File: src/rtl/data_memory_arbiter.sv
// data_memory_arbiter: shares the single data_memory port between the MEM
// stage (port 0) and the loader/debug master (port 1). Each granted request
// is held, presented to memory for exactly one cycle, then answered with a
// one-cycle valid pulse, so side-effecting reads happen once per grant.
// Build option: define ARB_FIXED_PRIORITY_EN to make port 0 always win
// contention (round-robin on a last-owner bit otherwise).
module data_memory_arbiter #(
    parameter int ADDR_W = 32,
    parameter int DATA_W = 32
) (
    input  logic              clock,
    input  logic              reset,

    input  logic              m0_req_in,
    input  logic [ADDR_W-1:0] m0_addr_in,
    input  logic              m0_re_in,
    input  logic              m0_we_in,
    input  logic [1:0]        m0_size_in,
    input  logic [DATA_W-1:0] m0_wdata_in,
    output logic              m0_gnt_out,
    output logic              m0_valid_out,
    output logic [DATA_W-1:0] m0_rdata_out,

    input  logic              m1_req_in,
    input  logic [ADDR_W-1:0] m1_addr_in,
    input  logic              m1_re_in,
    input  logic              m1_we_in,
    input  logic [1:0]        m1_size_in,
    input  logic [DATA_W-1:0] m1_wdata_in,
    output logic              m1_gnt_out,
    output logic              m1_valid_out,
    output logic [DATA_W-1:0] m1_rdata_out,

    output logic [ADDR_W-1:0] mem_addr_out,
    output logic [DATA_W-1:0] mem_wdata_out,
    output logic              mem_re_out,
    output logic              mem_we_out,
    output logic [1:0]        mem_size_out,
    input  logic [DATA_W-1:0] mem_readdata_in
);

    typedef enum logic [1:0] {
        ST_IDLE   = 2'd0,
        ST_ACCESS = 2'd1,
        ST_RESP   = 2'd2
    } state_t;

    state_t            state_q, state_d;
    logic [ADDR_W-1:0] addr_q, addr_d;
    logic [DATA_W-1:0] wdata_q, wdata_d;
    logic [DATA_W-1:0] rdata_q, rdata_d;
    logic              re_q, re_d;
    logic              we_q, we_d;
    logic [1:0]        size_q, size_d;
    logic              id_q, id_d;
`ifndef ARB_FIXED_PRIORITY_EN
    logic              last_owner_q, last_owner_d;
`endif

    logic              any_req;
    logic              win_id;
    logic              grant;
    logic [ADDR_W-1:0] sel_addr;
    logic [DATA_W-1:0] sel_wdata;
    logic              sel_we;
    logic              sel_re;
    logic [1:0]        sel_size;
    logic              access;
    logic              resp_ok;

    // Pick the winning requester and mux its request fields.
    always_comb begin
        any_req = m0_req_in | m1_req_in;
`ifdef ARB_FIXED_PRIORITY_EN
        win_id = ~m0_req_in;
`else
        // On a tie the port that did not own the last grant wins.
        win_id = (m0_req_in & m1_req_in) ? ~last_owner_q : m1_req_in;
`endif
        sel_addr  = win_id ? m1_addr_in  : m0_addr_in;
        sel_wdata = win_id ? m1_wdata_in : m0_wdata_in;
        sel_we    = win_id ? m1_we_in    : m0_we_in;
        sel_size  = win_id ? m1_size_in  : m0_size_in;
        // A request with neither enable set is still treated as a read.
        sel_re    = (win_id ? m1_re_in : m0_re_in) | ~sel_we;
    end

    // Next-state logic: grant from IDLE/RESP, one memory cycle in ACCESS.
    always_comb begin
        state_d = state_q;
        addr_d  = addr_q;
        wdata_d = wdata_q;
        rdata_d = rdata_q;
        re_d    = re_q;
        we_d    = we_q;
        size_d  = size_q;
        id_d    = id_q;
        grant   = 1'b0;
        case (state_q)
            ST_IDLE, ST_RESP: begin
                if (any_req) begin
                    grant   = 1'b1;
                    state_d = ST_ACCESS;
                    addr_d  = sel_addr;
                    wdata_d = sel_wdata;
                    we_d    = sel_we;
                    re_d    = sel_re & ~sel_we;  // write wins when both set
                    size_d  = sel_size;
                    id_d    = win_id;
                end else begin
                    state_d = ST_IDLE;
                end
            end
            ST_ACCESS: begin
                rdata_d = re_q ? mem_readdata_in : '0;
                state_d = ST_RESP;
            end
            default: state_d = ST_IDLE;
        endcase
`ifndef ARB_FIXED_PRIORITY_EN
        last_owner_d = grant ? win_id : last_owner_q;
`endif
    end

    // State and holding registers; reset drops any in-flight access.
    always_ff @(posedge clock) begin
        if (reset) begin
            state_q      <= ST_IDLE;
            addr_q       <= '0;
            wdata_q      <= '0;
            rdata_q      <= '0;
            re_q         <= 1'b0;
            we_q         <= 1'b0;
            size_q       <= 2'b00;
            id_q         <= 1'b0;
`ifndef ARB_FIXED_PRIORITY_EN
            last_owner_q <= 1'b1;
`endif
        end else begin
            state_q      <= state_d;
            addr_q       <= addr_d;
            wdata_q      <= wdata_d;
            rdata_q      <= rdata_d;
            re_q         <= re_d;
            we_q         <= we_d;
            size_q       <= size_d;
            id_q         <= id_d;
`ifndef ARB_FIXED_PRIORITY_EN
            last_owner_q <= last_owner_d;
`endif
        end
    end

    // Output decode: memory bus only live in ACCESS, grant/valid masked by reset.
    always_comb begin
        access        = (state_q == ST_ACCESS);
        mem_addr_out  = access ? addr_q  : '0;
        mem_wdata_out = access ? wdata_q : '0;
        mem_size_out  = access ? size_q  : 2'b00;
        mem_re_out    = access & re_q;
        mem_we_out    = access & we_q;

        resp_ok       = (state_q == ST_RESP) & ~reset;
        m0_valid_out  = resp_ok & ~id_q;
        m1_valid_out  = resp_ok & id_q;
        m0_rdata_out  = m0_valid_out ? rdata_q : '0;
        m1_rdata_out  = m1_valid_out ? rdata_q : '0;

        m0_gnt_out    = grant & ~reset & ~win_id;
        m1_gnt_out    = grant & ~reset & win_id;
    end

endmodule

File: config.mk
export PLATFORM = sky130hd
export DESIGN_NAME = data_memory_arbiter
export DESIGN_NICKNAME = d
export VERILOG_FILES = /design/src/rtl/data_memory_arbiter.sv
export SDC_FILE = /design/constraint.sdc
export NUM_CORES = 1
export LEC_CHECK = 0
export CAP_MARGIN = 30
export CORE_UTILIZATION = 38
export CTS_CLUSTER_SIZE = 20
export DETAILED_ROUTE_END_ITERATION = 8
export GPL_TIMING_DRIVEN = 0
export PLACE_DENSITY = 0.81
export SLEW_MARGIN = 20
export SYNTH_ARGS = -nofsm -noshare
export SYNTH_HDL_FRONTEND = slang
export SYNTH_SLANG_ARGS = --single-unit
File: constraint.sdc
create_clock -name clock -period 1.35 [get_ports clock]
set_input_delay 0.135 -clock clock [delete_from_list [all_inputs] [get_ports clock]]
set_output_delay 0.135 -clock clock [all_outputs]
set_load 0.01 [all_outputs]
# --- Yosys cells after proc, flatten, opt, wreduce, memory -nomap -nowiden ---
# Index checks and enable logic that the tools add are counted.
word_totals:
  output_inout_bits: 136
  in_bits: 172
  register_bits: 104
op_classes:
  n_reduce_logical: 3
  n_eq_ne: 2
  mux: 16
  n_bitwise: 17
op_table:
  columns: ["cell", "n"]
  rows:
  - ["2-to-1 mux 32 bit", 7]
  - ["bitwise AND 1 bit", 10]
  - ["2-to-1 mux 1 bit", 6]
  - ["NOT 1 bit", 5]
  - ["2-to-1 mux 2 bit", 2]
  - ["one-hot mux 2 bit (2 select lines)", 1]
  - ["== test 2 x 1 -> 1 bit, second input constant", 1]
  - ["== test 2 bit, second input constant", 1]
  - ["zero test 2 bit", 1]
  - ["OR 1 bit", 2]
  - ["AND reduction 2 bit", 1]
  - ["OR reduction 2 bit", 1]

# --- Longest topological paths before layout ---
# Gate-level depths: netlist of the first run.
logic_depth:
  word_depth: 6
  depth_mapped: 6
  ltp_nobuf: 3

# --- Worst setup path after synthesis of the first run ---
# OpenSTA, ideal clock, no wires.
synth_timing:
  path_kind: "flip-flop to output port"
  start: "reg state_q[0]"
  end: "out m0_rdata_out[22]"
  setup_slack_ns: -0.030
  t_required_ns: 1.215
  arrival_time_ns: 1.245
  stages_incl_launch_ff: 5
  cell_sequence: "dfxtp_1 > buf_4 > nor4b_4 > clkbuf_1 > and2_1"
synth_between:
  elab_chain_cells: 4
synth_rtl:
  columns: ["item", "line", "text"]
  rows:
  - ["start: declaration", "48", "state_t state_q, state_d;"]
  - ["start signal: assignment", "140", "state_q <= state_d;"]
  - ["== test 2 bit", "163", "resp_ok = (state_q == ST_RESP) & ~reset;"]
  - ["bitwise AND 1 bit", "163", null]
  - ["bitwise AND 1 bit", "164", "m0_valid_out = resp_ok & ~id_q;"]
  - ["named net m0_valid_out", "21", "output logic m0_valid_out,"]
  - ["2-to-1 mux 32 bit", "166", "m0_rdata_out = m0_valid_out ? rdata_q : '0;"]
  - ["end: declaration", "22", "output logic [DATA_W-1:0] m0_rdata_out,"]
# The timed path passes the listed nets, and every way through them passes these cells.

# --- Final worst setup path of the first run ---
layout_timing:
  start: "reg state_q[0]"
  end: "out m0_rdata_out[20]"
layout_between:
  elab_chain_cells: 4
layout_rtl:
  columns: ["item", "line"]
  rows:
  - ["== test 2 bit", "163"]
  - ["bitwise AND 1 bit", "163"]
  - ["bitwise AND 1 bit", "164"]
  - ["2-to-1 mux 32 bit", "166"]
# No other way between the ends.

==> results of run 1 <==
[worst max-delay path by stage]
stage | startpoint | slack, ns | endpoint | cells past startpoint
after floorplan | state_q[0]$_SDFF_PP0_ | 0.05 | m0_rdata_out[22] | 4
after global placement | m1_req_in | -0.83 | m1_gnt_out | 6
after detailed placement | m1_req_in | -0.86 | m1_gnt_out | 6
after CTS | state_q[0]$_SDFF_PP0_ | -0.47 | m0_rdata_out[20] | 7
after global routing | state_q[0]$_SDFF_PP0_ | -0.48 | m0_rdata_out[20] | 6
final | state_q[0]$_SDFF_PP0_ | -0.41 | m0_rdata_out[20] | 6
[metrics by stage]
stage / util / TNS, ns / area (um2)
after CTS: 0.723 / -75.90 / 9650
after detailed placement: 0.637 / -124.07 / 8500
after global routing: 0.780 / -76.88 / 10400
final: 0.780 / -64.67 / 10400
after global placement: 0.637 / -120.61 / 8500
after floorplan: - / 0 / 5240
[final cells by class]
| cell class | count | area [um2] | area share |
|---|---|---|---|
| buffer | 65 | 604 | 0.0580 |
| clock buffer | 12 | 236 | 0.0227 |
| clock inverter | 4 | 45.0 | 0.00433 |
| multi-input combinational | 516 | 3320 | 0.318 |
| sequential | 104 | 2090 | 0.201 |
| tap | 176 | 220 | 0.0211 |
| timing repair buffer | 360 | 3900 | 0.374 |
[cell families (layout without fill, tap and decap cells)]
group,after synthesis,after routing
buffers and inverters,68,441
AO/OA/AOI/OAI,174,174
AND/OR/NAND/NOR,342,342
flip-flops,104,104
[power by group through the flow]
stage	clock (uW)	sequential [uW]	combinational, uW
2_1_floorplan	0	3450	918
3_3_place_gp	0	3470	1830
3_5_place_dp	0	3480	1850
4_1_cts	2610	3420	2300
5_1_grt	2750	3480	2710
6_report	2590	3460	2540
[routing by layer]
metal  vias to the layer above  share of wire  track usage  wire, um
met5                         -              0            0         0
met1                      3020           0.38        0.341      8520
li1                       3044              -            -         -
met3                        43          0.069       0.0733      1550
met2                       287           0.53        0.522     11800
met4                         0          0.025       0.0867       565
[critical path: stages (launching register included)]
cell and delay (ns):
sky130_fd_sc_hd__dfxtp_4 0.37, sky130_fd_sc_hd__nor4b_4 0.27, sky130_fd_sc_hd__buf_4 0.18, sky130_fd_sc_hd__buf_6 0.12, sky130_fd_sc_hd__buf_8 0.11, sky130_fd_sc_hd__and2_1 0.12
sky130_fd_sc_hd__buf_2 0.12
[layout by cell type (no fill, tap or decap), types with 3 or more instances in the layout]
cell type                         synthesis  routed
sky130_fd_sc_hd__clkbuf_1                29      15
sky130_fd_sc_hd__clkinv_2                 0       3
sky130_fd_sc_hd__a21oi_2                  0       5
sky130_fd_sc_hd__a211oi_2                10      27
sky130_fd_sc_hd__nand2_1                100     100
sky130_fd_sc_hd__and2_1                 132       9
sky130_fd_sc_hd__a211oi_1                58      41
sky130_fd_sc_hd__clkdlybuf4s50_1          0     166
sky130_fd_sc_hd__buf_2                   29      27
sky130_fd_sc_hd__dfxtp_1                104     100
sky130_fd_sc_hd__buf_4                    7      16
sky130_fd_sc_hd__buf_12                   0       4
sky130_fd_sc_hd__clkbuf_16                0      12
sky130_fd_sc_hd__nand3_2                  0       4
sky130_fd_sc_hd__buf_6                    2     156
sky130_fd_sc_hd__buf_16                   0       3
sky130_fd_sc_hd__nand3_1                 32      28
sky130_fd_sc_hd__nor2_1                  71      63
sky130_fd_sc_hd__and2_4                   0     123
sky130_fd_sc_hd__nor2_2                   0       8
sky130_fd_sc_hd__a21oi_1                 99      93
sky130_fd_sc_hd__buf_8                    0      32
[flip-flops by register name (all words and copies together), names as in the netlist]
signal and flops:
addr_q 32, wdata_q 32, id_q 1, we_q 1
state_q 2, re_q 1, size_q 2, rdata_q 32
last_owner_q 1
[timing repair]
action                     4_1_cts  5_1_grt
hold buffers                     0        0
gates resized for setup        826      193
setup endpoints to repair      236      240
pin swaps                      120       85
setup buffers                   27        9
gates cloned                    23        2
==> impl_metrics.prom, run 1 <==
# TYPE chip_impl_metric gauge
chip_impl_info{name="r2r_end",value="wdata_q[17]$_SDFFE_PP0P_"} 1
chip_impl_metric{name="wl",unit="um"} 22500
chip_impl_metric{name="fp-row-count",unit=""} 42
chip_impl_metric{name="p_seq_frac",unit=""} 0.403
chip_impl_metric{name="die_area",unit="um2"} 14300
chip_impl_metric{name="tritoncts.num_buffers",unit=""} 9
chip_impl_metric{name="yosys-mux-area-fraction",unit=""} 0
chip_impl_metric{name="synth-compound-area-share",unit=""} 0.216
chip_impl_info{name="violations_in_the_final_reports",value="setup timing"} 1
chip_impl_metric{name="drt-pass1-iter-count",unit=""} 5
chip_impl_metric{name="synthesis.nets",unit=""} 860
chip_impl_metric{name="r2r.worst_path.cells",unit=""} 10
chip_impl_metric{name="power.share.combinational",unit=""} 0.296
chip_impl_metric{name="timing.hold.worst_path_depth",unit=""} 2
chip_impl_metric{name="synth_largest_type_area_fraction",unit=""} 0.398
chip_impl_metric{name="skew",unit="ns"} 0.00575
chip_impl_metric{name="synth_enable_flop_cells",unit=""} 0
chip_impl_info{name="r2r_start",value="state_q[0]$_SDFF_PP0_"} 1
chip_impl_metric{name="htree_levels",unit=""} 3
chip_impl_metric{name="layout_cell_share_with_drive_strength_beyond_1",unit=""} 0.412
chip_impl_metric{name="count_of_maximum_capacitance_violations",unit=""} 0
chip_impl_metric{name="die_width",unit="um"} 119
chip_impl_metric{name="worst-slew-pin-transition",unit="ns"} 0.625
chip_impl_metric{name="cts_buffer_depth",unit=""} 2
chip_impl_metric{name="finalHoldViolCount",unit=""} 0
chip_impl_metric{name="switching_power_share_of_the_total",unit=""} 0.279
chip_impl_metric{name="dr_vias_cell",unit=""} 5.17
chip_impl_metric{name="peakVddDrop",unit="mV"} 0.547
chip_impl_metric{name="async_flop_share",unit=""} 0
chip_impl_metric{name="finalNonFillerCells",unit=""} 1237
chip_impl_metric{name="setup_violating_endpoint_count_in_the_final_report",unit=""} 221
chip_impl_metric{name="slew_headroom",unit=""} 0.583
chip_impl_metric{name="netlist-cell-type-count",unit=""} 25
chip_impl_metric{name="totalPowerFinal",unit="uW"} 8580
chip_impl_metric{name="placeableCoreArea",unit="um2"} 13300
chip_impl_metric{name="cp_max_fo",unit=""} 6
chip_impl_metric{name="arrival",unit="ns"} 1.63
chip_impl_metric{name="final_max_slew_viol_count",unit=""} 0
chip_impl_metric{name="dr.first_iter.drc_count",unit=""} 377
chip_impl_metric{name="timing.critical_path.required",unit="ns"} 1.22
chip_impl_metric{name="syn-mean-instance-area",unit="um2"} 7.61
chip_impl_metric{name="finalWeightedCongestion",unit=""} 0.847
chip_impl_metric{name="synth-seq-cells",unit=""} 104
chip_impl_info{name="min_delay_worst_endpoint",value="last_owner_q$_SDFFE_PP1P_"} 1
chip_impl_metric{name="fillerInstances",unit=""} 928
chip_impl_info{name="worst_setup_path_end_kind",value="primary output"} 1
chip_impl_metric{name="syn_inst",unit=""} 688
chip_impl_metric{name="grt_use_total",unit=""} 0.292
chip_impl_metric{name="place_worst_setup_slack",unit="ns"} -0.855
chip_impl_metric{name="die_h",unit="um"} 119
chip_impl_metric{name="static-leakage-power",unit="uW"} 0.00444
chip_impl_metric{name="initial_antenna_violation_count",unit=""} 0
chip_impl_info{name="most_used_flip_flop_cell_after_synthesis",value="sky130_fd_sc_hd__dfxtp_1"} 1
chip_impl_metric{name="detail_route.wl_per_cell",unit="um"} 18.2
chip_impl_metric{name="antennaDiodeCount",unit=""} 0
chip_impl_info{name="worst_setup_path_start_kind",value="register"} 1
chip_impl_info{name="main_combinational_cell_family_by_area_after_synthesis",value="simple AND/OR/NAND/NOR gates"} 1
chip_impl_metric{name="switching_power_total",unit="uW"} 2390
chip_impl_metric{name="p_per_area",unit="nW/um2"} 824
chip_impl_info{name="netlist_top_cells_count",value="132 x sky130_fd_sc_hd__and2_1, 104 x sky130_fd_sc_hd__dfxtp_1, 100 x sky130_fd_sc_hd__nand2_1, 99 x sky130_fd_sc_hd__a21oi_1, 71 x sky130_fd_sc_hd__nor2_1"} 1
chip_impl_info{name="synthDominantAreaCellType",value="sky130_fd_sc_hd__dfxtp_1"} 1
chip_impl_metric{name="finalHoldWorstSlack",unit="ns"} 0.275
chip_impl_metric{name="grt_pass1_vias",unit=""} 6070
chip_impl_metric{name="initial_core_util",unit=""} 0.392
chip_impl_info{name="run_status",value="complete, but fails checks"} 1
chip_impl_metric{name="area_of_the_mapped_netlist",unit="um2"} 5240
chip_impl_info{name="yosysMostFrequentCell",value="sky130_fd_sc_hd__and2_1"} 1
chip_impl_metric{name="tritoncts_num_sinks",unit=""} 104
chip_impl_metric{name="ioPinCount",unit=""} 308
chip_impl_metric{name="grt_start_max_net_pins",unit=""} 16
chip_impl_metric{name="place_inst",unit=""} 1168
chip_impl_metric{name="syn2layout_area_growth",unit="%"} 98.9
chip_impl_metric{name="yosys.area_share.adder",unit=""} 0
chip_impl_metric{name="clock_latency",unit="ns"} 0.34
chip_impl_metric{name="clk_pin_slew_worst_paths",unit="ns"} 0.07
chip_impl_metric{name="final_antenna_net_count",unit=""} 0
chip_impl_metric{name="reg2reg_slack",unit="ns"} -0.41
chip_impl_metric{name="num-nets-final",unit=""} 1228
chip_impl_metric{name="internal_power",unit="uW"} 6190
chip_impl_metric{name="min_period_over_period",unit=""} 1.31
chip_impl_info{name="critical_path_class",value="reg -> out"} 1
chip_impl_metric{name="placement.io_buffers",unit=""} 304
chip_impl_metric{name="clock_power_share",unit=""} 0.302
chip_impl_info{name="synth.area.top_cells",value="sky130_fd_sc_hd__dfxtp_1 40%, sky130_fd_sc_hd__and2_1 16%, sky130_fd_sc_hd__a21oi_1 9.5%"} 1
chip_impl_metric{name="worst_slack",unit="ns"} -0.413
chip_impl_metric{name="yosysWarnings",unit=""} 0
chip_impl_metric{name="fraction_of_the_yosys_area_taken_by_sequential_cells",unit=""} 0.398
chip_impl_info{name="unrepaired_setup_endpoints_after_global_routing",value="yes"} 1
chip_impl_info{name="hold_class",value="in -> reg"} 1
chip_impl_metric{name="synth_xor_area_frac",unit=""} 0
chip_impl_info{name="cts_tree",value="yes"} 1
chip_impl_metric{name="grt_overflow",unit=""} 0
chip_impl_metric{name="synth_simple_gate_area_frac",unit=""} 0.323
chip_impl_metric{name="grt_pass1_wl",unit="um"} 32200
chip_impl_metric{name="detail_route.drc_violations",unit=""} 0
chip_impl_metric{name="fmaxAchievable",unit="MHz"} 567
chip_impl_info{name="cts-root-buf",value="sky130_fd_sc_hd__clkbuf_16"} 1
chip_impl_metric{name="fin_crit",unit="ns"} 1.76
chip_impl_info{name="min_from",value="m1_req_in"} 1
chip_impl_metric{name="detailedPlacementHpwl",unit="um"} 14300
chip_impl_metric{name="detailroute.via_count",unit=""} 6394
No activity file was read; power rests on OpenSTA's default activity.
==> run 2, diff against run 1 <==
--- a/config.mk
+++ b/config.mk
@@ -6,11 +6,12 @@
 export NUM_CORES = 1
 export LEC_CHECK = 0
 export CAP_MARGIN = 30
-export CORE_UTILIZATION = 38
+export CORE_AREA = 5 5 115 117
 export CTS_CLUSTER_SIZE = 20
 export DETAILED_ROUTE_END_ITERATION = 8
+export DIE_AREA = 0 0 120 122
+export DONT_BUFFER_PORTS = 1
 export GPL_TIMING_DRIVEN = 0
-export PLACE_DENSITY = 0.81
 export SLEW_MARGIN = 20
 export SYNTH_ARGS = -nofsm -noshare
 export SYNTH_HDL_FRONTEND = slang
==> run 2 against run 1 <==
Critical path depth down 2. The flow still finishes with violations (setup timing). Count of clock-buffer cells in the layout is the same. Combinational power increased by 15%. Hold slack worse by 0.27 ns. Register-to-register slack improved by 0.20 ns. Final area shrank 6.3%. Non-clock buffer count down 161. Flip-flop and latch count is the same. First-iteration DRC count up 1.3%. Global-route usage is 0.14 points lower.
==> impl_metrics.prom, run 2 (synthesized netlist as in run 1, its figures left out) <==
# TYPE chip_impl_metric gauge
chip_impl_metric{name="cp_max_fo",unit=""} 9
chip_impl_metric{name="layout_cell_share_with_drive_strength_beyond_1",unit=""} 0.465
chip_impl_metric{name="place_worst_setup_slack",unit="ns"} -0.367
chip_impl_metric{name="dr_vias_cell",unit=""} 6.03
chip_impl_metric{name="die_area",unit="um2"} 14600
chip_impl_metric{name="area_of_the_multi_input_gates",unit="um2"} 4140
chip_impl_metric{name="initial_antenna_violation_count",unit=""} 1
chip_impl_metric{name="syn2layout_area_growth",unit="%"} 86.4
chip_impl_metric{name="worst-slew-pin-transition",unit="ns"} 0.813
chip_impl_metric{name="detail_route.wl_per_cell",unit="um"} 24.9
chip_impl_metric{name="initial_core_util",unit=""} 0.427
chip_impl_metric{name="post_dp_cell_area",unit="um2"} 5430
chip_impl_metric{name="clock_latency",unit="ns"} 0.34
chip_impl_metric{name="grt_overflow",unit=""} 0
chip_impl_info{name="violations_in_the_final_reports",value="setup timing"} 1
chip_impl_info{name="most_common_cell_after_layout_fill_and_taps_aside",value="sky130_fd_sc_hd__dlygate4sd3_1"} 1
chip_impl_metric{name="fin_crit",unit="ns"} 1.64
chip_impl_metric{name="tritoncts.num_buffers",unit=""} 9
chip_impl_metric{name="detail_route.drc_violations",unit=""} 0
chip_impl_metric{name="die_width",unit="um"} 120
chip_impl_metric{name="reg2reg_slack",unit="ns"} -0.21
chip_impl_info{name="largestRegisters",value="addr_q: 32 flops, rdata_q: 32 flops, wdata_q: 32 flops"} 1
chip_impl_metric{name="r2r.worst_path.cells",unit=""} 7
chip_impl_metric{name="final_antenna_net_count",unit=""} 0
chip_impl_metric{name="grt_pass1_vias",unit=""} 6161
chip_impl_metric{name="max_stage_delay",unit="ns"} 0.41
chip_impl_metric{name="detailroute.via_count",unit=""} 6333
chip_impl_metric{name="switching_power_share_of_the_total",unit=""} 0.306
chip_impl_metric{name="dr.first_iter.drc_count",unit=""} 382
chip_impl_info{name="cts-root-buf",value="sky130_fd_sc_hd__clkbuf_16"} 1
chip_impl_metric{name="seq_area",unit="um2"} 2090
chip_impl_info{name="min_from",value="m1_addr_in[13]"} 1
chip_impl_metric{name="p_per_area",unit="nW/um2"} 927
chip_impl_info{name="critical_path_class",value="reg -> out"} 1
chip_impl_info{name="unrepaired_setup_endpoints_after_global_routing",value="yes"} 1
chip_impl_metric{name="die_h",unit="um"} 122
chip_impl_metric{name="htree_levels",unit=""} 3
chip_impl_metric{name="fp-row-count",unit=""} 41
chip_impl_info{name="r2r_end",value="rdata_q[9]$_SDFFE_PP0N_"} 1
chip_impl_metric{name="tns_setup",unit="ns"} -45.63
chip_impl_info{name="worst_setup_path_end_kind",value="primary output"} 1
chip_impl_info{name="cts_tree",value="yes"} 1
chip_impl_metric{name="drt-pass1-iter-count",unit=""} 6
chip_impl_metric{name="clk_pin_slew_worst_paths",unit="ns"} 0.07
chip_impl_metric{name="num-nets-final",unit=""} 1067
chip_impl_metric{name="p_seq_frac",unit=""} 0.385
chip_impl_metric{name="power.share.combinational",unit=""} 0.323
chip_impl_info{name="min_delay_worst_endpoint",value="addr_q[13]$_SDFFE_PP0P_"} 1
chip_impl_info{name="cp_cell_sequence",value="nor2b_4 -> buf_12 -> clkbuf_8 -> and2_4"} 1
chip_impl_metric{name="timing.hold.worst_path_depth",unit=""} 2
chip_impl_metric{name="finalInstanceArea",unit="um2"} 9760
chip_impl_metric{name="placeableCoreArea",unit="um2"} 12300
chip_impl_info{name="r2r_start",value="state_q[0]$_SDFF_PP0_"} 1
chip_impl_metric{name="worst_slack",unit="ns"} -0.294
chip_impl_metric{name="detailedPlacementHpwl",unit="um"} 13400
chip_impl_metric{name="clock_power_share",unit=""} 0.292
chip_impl_metric{name="grt_start_max_net_pins",unit=""} 16
chip_impl_metric{name="postLayoutCoreUtil",unit=""} 0.796
chip_impl_metric{name="min_period_over_period",unit=""} 1.22
chip_impl_metric{name="finalHoldViolCount",unit=""} 0
chip_impl_metric{name="arrival",unit="ns"} 1.51
chip_impl_metric{name="switching_power_total",unit="uW"} 2770
chip_impl_metric{name="fillerInstances",unit=""} 669
chip_impl_info{name="hold_class",value="in -> reg"} 1
chip_impl_metric{name="tritoncts_num_sinks",unit=""} 104
chip_impl_metric{name="skew",unit="ns"} 0.00729
chip_impl_metric{name="placement.io_buffers",unit=""} 0
chip_impl_metric{name="count_of_maximum_capacitance_violations",unit=""} 0
chip_impl_metric{name="ioPinCount",unit=""} 308
chip_impl_info{name="run_status",value="complete, but fails checks"} 1
chip_impl_metric{name="totalPowerFinal",unit="uW"} 9050
chip_impl_metric{name="slew_headroom",unit=""} 0.458
chip_impl_metric{name="final_max_slew_viol_count",unit=""} 0
chip_impl_info{name="slowest_cell_on_the_critical_path",value="sky130_fd_sc_hd__dfxtp_4"} 1
chip_impl_metric{name="grt_use_total",unit=""} 0.291
chip_impl_metric{name="setup_violating_endpoint_count_in_the_final_report",unit=""} 237
chip_impl_info{name="worst_setup_path_start_kind",value="register"} 1
chip_impl_metric{name="static-leakage-power",unit="uW"} 0.00377
chip_impl_metric{name="finalWeightedCongestion",unit=""} 0.832
chip_impl_info{name="final_cell_mix",value="146 x sky130_fd_sc_hd__dlygate4sd3_1, 132 x sky130_fd_sc_hd__and2_4, 101 x sky130_fd_sc_hd__dfxtp_1"} 1
chip_impl_metric{name="internal_power",unit="uW"} 6280
chip_impl_metric{name="wl",unit="um"} 26200
chip_impl_metric{name="peakVddDrop",unit="mV"} 0.669
chip_impl_metric{name="timing.critical_path.required",unit="ns"} 1.22
chip_impl_metric{name="grt_pass1_wl",unit="um"} 33400
chip_impl_metric{name="fmaxAchievable",unit="MHz"} 608
chip_impl_metric{name="cts_buffer_depth",unit=""} 2
==> run 2: cell count changes in the layout (fill, tap and decap cells not counted), sizes merged <==
cell / change
clkdlybuf4s50: -166
buf: -158
dlygate4sd3: +146
clkbuf: +17
bufbuf: +2
clkinv: -2
diode: +2
dlygate4sd2: -2
clkinvlp: +1
==> run 2: critical path, delay by kind of cell (launching register included) <==
family / cells / cell delay [ns]
flip-flops: 1 / 0.41
AND/OR/NAND/NOR: 2 / 0.39
buffers and inverters: 2 / 0.35
==> run 2: how the worst max path moves through the flow <==
| stage | slack [ns] | from | to |
|---|---|---|---|
| finish | -0.29 | state_q[0]$_SDFF_PP0_ | mem_addr_out[0] |
| global route | -0.33 | state_q[0]$_SDFF_PP0_ | mem_addr_out[0] |
| CTS | -0.36 | state_q[0]$_SDFF_PP0_ | m0_rdata_out[10] |
| detailed placement | -0.37 | state_q[0]$_SDFF_PP0_ | mem_size_out[0] |
| global placement | -0.32 | state_q[0]$_SDFF_PP0_ | mem_wdata_out[26] |
| floorplan | 0.05 | state_q[0]$_SDFF_PP0_ | m0_rdata_out[22] |
==> run 2: power groups by stage <==
stage | clock network (uW) | registers (uW) | logic (uW)
2_1_floorplan | 0 | 3450 | 918
4_1_cts | 2650 | 3440 | 2250
3_5_place_dp | 0 | 3490 | 1190
6_report | 2650 | 3480 | 2920
5_1_grt | 2770 | 3500 | 3050
3_3_place_gp | 0 | 3480 | 1150
==> run 2: per-stage QoR <==
step | instances | hold WS [ns]
finish | 1051 | 0.00653
global route | 1050 | 0.0100
CTS | 1027 | 0.00122
detailed placement | 838 | 0.283
global placement | 838 | 0.278
floorplan | 688 | 0.274
==> run 2: final cells by class <==
| cell class | instances | area share |
|---|---|---|
| diodes | 2 | 0.000513 |
| clock buffers | 12 | 0.0253 |
| plain buffers | 64 | 0.0705 |
| multi-input cells | 516 | 0.424 |
| repair buffers | 200 | 0.242 |
| flip-flops and latches | 104 | 0.214 |
| well taps | 150 | 0.0192 |
| clock inverters | 3 | 0.00436 |
==> run 2: metal layers <==
| metal | GRT usage | routed length (um) |
|---|---|---|
| met2 | 0.545 | 14000 |
| met4 | 0.152 | 1340 |
| met5 | 0 | 0 |
| met3 | 0.0720 | 1870 |
| met1 | 0.298 | 8950 |
==> run 2: repair_timing <==
item	in CTS	in global routing
setup endpoints to repair	237	239
pin swaps	68	72
hold buffers	140	6
resized for setup	305	191
hold endpoints to repair	101	6
cloned	17	9
buffers inserted	19	10
==> run 3, diff against run 2 <==
--- a/config.mk
+++ b/config.mk
@@ -12,7 +12,6 @@
 export DIE_AREA = 0 0 120 122
 export DONT_BUFFER_PORTS = 1
 export GPL_TIMING_DRIVEN = 0
-export SLEW_MARGIN = 20
 export SYNTH_ARGS = -nofsm -noshare
 export SYNTH_HDL_FRONTEND = slang
 export SYNTH_SLANG_ARGS = --single-unit
==> results of run 3 <==
No change in the layout: final DEF, timing and power equal those of run 2.
